File: src/rtl/maria_timing_pkg.sv
// Shared types and default constants for the Maria timing / CPU bus gate path.
package maria_timing_pkg;

  typedef enum logic [1:0] {
    RUN         = 2'd0,
    WRITE_DRAIN = 2'd1,
    STALLED     = 2'd2
  } gate_state_t;

  localparam int DEF_MAX_WRITE_RUN   = 3;
  localparam int DEF_NMI_HOLD_CYCLES = 2;
  localparam int DEF_STALL_CTR_W     = 8;

endpackage

File: src/rtl/cpu_bus_gate_nmi_stretch.sv
// Stretches a sampled int_b fall into an NMI pulse of NMI_HOLD_CYCLES CPU cycles.
// Output registered, changes one sysclk after the sampling edge; no backpressure.
module nmi_stretch
#(
  parameter int NMI_HOLD_CYCLES = 2
) (
  input  logic sysclk,
  input  logic reset_n,
  input  logic pclk_edge,
  input  logic int_b,
  output logic cpu_nmi_n
);

  localparam int CW = $clog2(NMI_HOLD_CYCLES + 1);

  logic          int_prev;
  logic [CW-1:0] nmi_ctr;
  logic [CW-1:0] nmi_ctr_nxt;

  // A fresh fall reloads the hold, so back-to-back DLIs extend the pulse.
  always_comb begin
    nmi_ctr_nxt = nmi_ctr;
    if (pclk_edge) begin
      if (int_prev && !int_b) begin
        nmi_ctr_nxt = CW'(NMI_HOLD_CYCLES);
      end else if (nmi_ctr != '0) begin
        nmi_ctr_nxt = nmi_ctr - CW'(1);
      end
    end
  end

  always_ff @(posedge sysclk or negedge reset_n) begin
    if (!reset_n) begin
      int_prev  <= 1'b1;
      nmi_ctr   <= '0;
      cpu_nmi_n <= 1'b1;
    end else begin
      if (pclk_edge) begin
        int_prev <= int_b;
      end
      nmi_ctr   <= nmi_ctr_nxt;
      cpu_nmi_n <= (nmi_ctr_nxt == '0);
    end
  end

endmodule

File: src/rtl/cpu_bus_gate.sv
// Maps Maria halt_b/ready/int_b onto 6502 CE, RDY, NMI and bus grant; stops only on reads.
// Outputs registered on the pclk_0 rising-edge sysclk; writes drain up to MAX_WRITE_RUN first.
module cpu_bus_gate
  import maria_timing_pkg::*;
#(
  parameter int MAX_WRITE_RUN   = DEF_MAX_WRITE_RUN,
  parameter int NMI_HOLD_CYCLES = DEF_NMI_HOLD_CYCLES,
  parameter int STALL_CTR_W     = DEF_STALL_CTR_W
) (
  input  logic                   sysclk,
  input  logic                   reset_n,
  input  logic                   pclk_0,
  input  logic                   halt_b,
  input  logic                   ready,
  input  logic                   int_b,
  input  logic                   cpu_rw,
  output logic                   cpu_ce,
  output logic                   cpu_rdy,
  output logic                   cpu_nmi_n,
  output logic                   bus_grant,
  output logic                   halt_ack,
  output logic                   halt_err,
  output logic [STALL_CTR_W-1:0] stall_cycles
);

  localparam int WR_W = $clog2(MAX_WRITE_RUN + 1);

  gate_state_t     state;
  gate_state_t     state_nxt;
  logic [WR_W-1:0] wr_cnt;
  logic [WR_W-1:0] wr_cnt_nxt;
  logic            pclk_prev;
  logic            pclk_rise;
  logic            stop_req;
  logic            halt_err_set;
  logic            enter_stall;
  logic            grant_nxt;

  assign pclk_rise   = pclk_0 & ~pclk_prev;
  assign stop_req    = ~halt_b | ~ready;
  assign enter_stall = pclk_rise && (state != STALLED) && (state_nxt == STALLED);
  assign grant_nxt   = (state_nxt == STALLED) & ~halt_b;

  always_comb begin
    state_nxt    = state;
    wr_cnt_nxt   = wr_cnt;
    halt_err_set = 1'b0;
    if (pclk_rise) begin
      case (state)
        RUN: begin
          if (stop_req) begin
            if (cpu_rw) begin
              state_nxt = STALLED;
            end else begin
              state_nxt  = WRITE_DRAIN;
              wr_cnt_nxt = WR_W'(1);
            end
          end
        end
        WRITE_DRAIN: begin
          if (!stop_req) begin
            state_nxt = RUN;
          end else if (cpu_rw) begin
            state_nxt = STALLED;
          end else if (wr_cnt == WR_W'(MAX_WRITE_RUN)) begin
            // Write run too long: stop the CPU mid-write and flag it.
            state_nxt    = STALLED;
            halt_err_set = 1'b1;
          end else begin
            wr_cnt_nxt = wr_cnt + WR_W'(1);
          end
        end
        STALLED: begin
          if (halt_b && ready) begin
            state_nxt = RUN;
          end
        end
        default: state_nxt = RUN;
      endcase
    end
  end

  always_ff @(posedge sysclk or negedge reset_n) begin
    if (!reset_n) begin
      state        <= RUN;
      wr_cnt       <= '0;
      pclk_prev    <= 1'b1;
      cpu_ce       <= 1'b0;
      cpu_rdy      <= 1'b1;
      bus_grant    <= 1'b0;
      halt_ack     <= 1'b0;
      halt_err     <= 1'b0;
      stall_cycles <= '0;
    end else begin
      state     <= state_nxt;
      wr_cnt    <= wr_cnt_nxt;
      pclk_prev <= pclk_0;
      cpu_ce    <= pclk_rise;
      cpu_rdy   <= (state_nxt != STALLED);
      if (halt_err_set) begin
        halt_err <= 1'b1;
      end
      if (pclk_rise) begin
        bus_grant <= grant_nxt;
        halt_ack  <= grant_nxt;
      end
      if (enter_stall) begin
        stall_cycles <= '0;
      end else if (pclk_rise && (state == STALLED) && (stall_cycles != '1)) begin
        stall_cycles <= stall_cycles + STALL_CTR_W'(1);
      end
    end
  end

  nmi_stretch #(
    .NMI_HOLD_CYCLES(NMI_HOLD_CYCLES)
  ) u_nmi_stretch (
    .sysclk    (sysclk),
    .reset_n   (reset_n),
    .pclk_edge (pclk_rise),
    .int_b     (int_b),
    .cpu_nmi_n (cpu_nmi_n)
  );

endmodule
File: config.mk
export PLATFORM = sky130hd
export DESIGN_NAME = cpu_bus_gate
export DESIGN_NICKNAME = d
export VERILOG_FILES = /design/src/rtl/maria_timing_pkg.sv /design/src/rtl/cpu_bus_gate_nmi_stretch.sv /design/src/rtl/cpu_bus_gate.sv
export SDC_FILE = /design/constraint.sdc
export NUM_CORES = 1
export LEC_CHECK = 0
export ABC_AREA = 1
export CAP_MARGIN = 20
export CORE_MARGIN = 5
export CORE_UTILIZATION = 57
export CTS_BUF_LIST = sky130_fd_sc_hd__clkbuf_4
export DETAILED_ROUTE_END_ITERATION = 16
export MAX_ROUTING_LAYER = met4
export PLACE_DENSITY = 0.83
export REMOVE_ABC_BUFFERS = 1
export SYNTH_ARGS = -nofsm -noshare
export SYNTH_HDL_FRONTEND = slang
export SYNTH_SLANG_ARGS = --single-unit
File: constraint.sdc
create_clock -name sysclk -period 2.66 [get_ports sysclk]
set_clock_uncertainty 0.2 [all_clocks]
set_input_delay 0.266 -clock sysclk [delete_from_list [all_inputs] [get_ports sysclk]]
set_output_delay 0.266 -clock sysclk [all_outputs]
set_load 0.05 [all_outputs]
==> results.py <==
metrics = {
    "outcome": {
        "status": "completed",
    },
    "drt": {
        "routed_wl_mm": 2.16,
        "via_count": 951,
        "drt_iter0_markers": 12,
        "drt_first_pass_iters": 4,
        "post_drt_wl_per_cell_um": 11.7,
        "viasPerCell": 5.17,
        "antenna_left": 0,
        "drc_errors": 0,
    },
    "global_route": {
        "grt_pass1_wl_mm": 3.88,
        "track_usage_pct": 18.2,
        "use_met1_pct": 22.6,
        "antenna_found_initial": 0,
        "overflow": 0,
        "top_usage_layer": "met2",
        "grt_max_degree": 22,
        "grtUsageMet3_pct": 3.49,
        "grt_pass1_vias": 908,
        "use_met2_pct": 30.5,
    },
    "run": {
        "cap_violations": 0,
    },
    "layout": {
        "fill_cells": 154,
        "layout-drive-gt1-share_pct": 15.3,
        "nets": 167,
        "area_growth_pct": 22.0,
        "n_antenna_cell": 0,
        "final_cell_mix": "34 x nand2_1, 20 x nand3_1, 20 x clkdlybuf4s50_1",
        "stdcell_count": 184,
        "final_common_cell": "nand2_1",
    },
    "sta": {
        "fmax_ghz": 0.476,
        "holdWs_ps": 107,
        "tightestPinTransition_ps": 504,
        "relSlewSlack_pct": 66.3,
        "hold_violations": 0,
        "setup-tns-final_ps": 0,
        "drv_slew": 0,
        "period_minus_slack_ps": 2100,
        "fin_ws_ps": 558,
        "setup_viol": 0,
        "rsz0062_at_grt": "false",
        "post-route-period-util_pct": 79.0,
    },
    "worst_setup_path": {
        "rr_startpoint": "stall_cycles[0]",
        "path_cells": "clkdlybuf4s50_1",
        "worstSetupEndpointType": "primary output",
        "crit_start": "stall_cycles[0]",
        "cp.required_ps": 2190,
        "path_class": "reg -> out",
        "cp_max_fo": 7,
        "worst_path_largest_cell_delay_ps": 850,
        "cp-start-kind": "flop",
        "crit_arrival_ps": 1640,
        "slowest_stage": "clkdlybuf4s50_1",
        "path_buf_inv": 1,
        "crit_family": "buffers and inverters",
    },
    "yosys": {
        "synth.distinct_cells": 25,
        "ys_ff_latch": 21,
        "synth_top_area_share_pct": 37.0,
        "synth-seq-area-share_pct": 46.1,
        "netlist_area_mm2": 0.00115,
        "synthCells": 134,
        "avgSynthCellArea_um2": 8.58,
        "yosysTopAreaCell": "dfrtp_1",
        "synth_warnings": 0,
        "synth_area_leaders": "dfrtp_1 37%, nand2_1 11%, dfstp_2 9.1%",
    },
    "clock_tree": {
        "clkTransAtPathRegs_ps": 120,
        "insertion_delay_ps": 300,
        "cts_hold_buf": 0,
        "ctsRootBufferMaster": "clkbuf_4",
        "cts_resized": 0,
        "tritoncts": "yes",
        "cts_made_buffers": 3,
        "htree_levels": 1,
        "clock_path_buffers": 2,
        "cts_setup_buffers": 0,
        "cts_sinks": 21,
    },
    "floorplan": {
        "core_mm2": 0.00194,
        "initial_core_util_pct": 59.2,
        "dieWidth_um": 54.9,
        "num_rows": 16,
        "io-pin-count": 21,
        "dieArea_mm2": 0.00302,
        "die_h_um": 54.9,
    },
    "placement": {
        "gp_congestion": 0.848,
        "placed_cells": 180,
        "hpwl_mm": 1.63,
        "pre_cts_slack_ps": 853,
        "port_buffers": 20,
    },
    "power": {
        "max-vdd-ir-drop_mv": 0.539,
        "leakage_nw": 0.662,
        "total_power_mw": 0.899,
        "pwr_density_cell_mw_per_mm2": 641,
    },
    "hold_path": {
        "hp-class": "in -> async",
    },
}
-- routing by layer --
layer | part of all wire, % | up-vias
met5 | 0 | -
li1 | - | 480
met3 | 3.5 | 2
met2 | 51 | 18
met4 | 0.60 | 0
met1 | 44 | 451
-- state kept, by name (all words and copies together), names as in the netlist --
| name | flops |
|---|---|
| stall_cycles | 8 |
| state | 2 |
| u_nmi_stretch.nmi_ctr | 2 |
| wr_cnt | 2 |
| cpu_ce | 1 |
| cpu_rdy | 1 |
| halt_ack | 1 |
| halt_err | 1 |
| pclk_prev | 1 |
| u_nmi_stretch.cpu_nmi_n | 1 |
| u_nmi_stretch.int_prev | 1 |
-- final timing paths --
kind                                          endpoint  slack (ps)  depth (start not counted)
worst min register to register                halt_err         290                          1
worst max register to register         stall_cycles[7]        1040                          6
worst min-delay path                   stall_cycles[5]         110                          2
min in group sysclk                          pclk_prev         250                          1
worst max-delay path                   stall_cycles[0]         560                          1
max in group asynchronous       u_nmi_stretch.int_prev        1870                          2
-- synth_stat cells --
library cell / number
dfrtp_1: 17
nand4_1: 2
a21oi_1: 1
inv_1: 15
a21oi_4: 1
o21ai_0: 7
dfstp_2: 4
inv_2: 2
inv_4: 1
nand3b_1: 2
nor2_1: 9
o211ai_1: 1
ha_1: 2
xor2_1: 2
nand3_1: 20
nand3_2: 2
nand2_4: 1
nand4_4: 1
nand2_1: 34
nand2_2: 2
o21bai_1: 1
buf_6: 1
nand3_4: 1
nor2_4: 4
buf_4: 1
-- kinds of logic (layout without fill, tap and decap cells) --
family          Yosys count  count (layout)  share of synthesized area [%]
xor+xnor                  2               2                           1.52
compound gates           11              11                           6.20
fa+ha+maj                 2               2                           2.18
flops                    21              21                           46.1
buf+inv                  20              43                           7.73
simple gates             78              78                           36.2
-- metrics by stage --
stage	utilization (%)	area [um2]
3_3_place_gp	70.7	1370
3_5_place_dp	70.7	1370
2_1_floorplan	-	1130
6_report	72.2	1400
5_1_grt	72.2	1400
4_1_cts	72.2	1400
-- area by class of cell --
cell class / instances / area (um2) / area share, %
clock buffer: 4 / 30.0 / 2.14
sequential: 21 / 531 / 37.8
inverter: 18 / 70.1 / 5.00
multi-input combinational: 93 / 531 / 37.8
tap: 27 / 33.8 / 2.41
timing repair buffer: 21 / 208 / 14.8
-- power by group --
part / switching [mW] / leakage [nW] / total, mW / internal [mW]
sequential: 0.0479 / 0.267 / 0.421 / 0.373
combinational: 0.212 / 0.376 / 0.319 / 0.106
clock: 0.0909 / 0.0184 / 0.159 / 0.0685
total: 0.351 / 0.662 / 0.899 / 0.548
(Power assumes the default switching activity.)
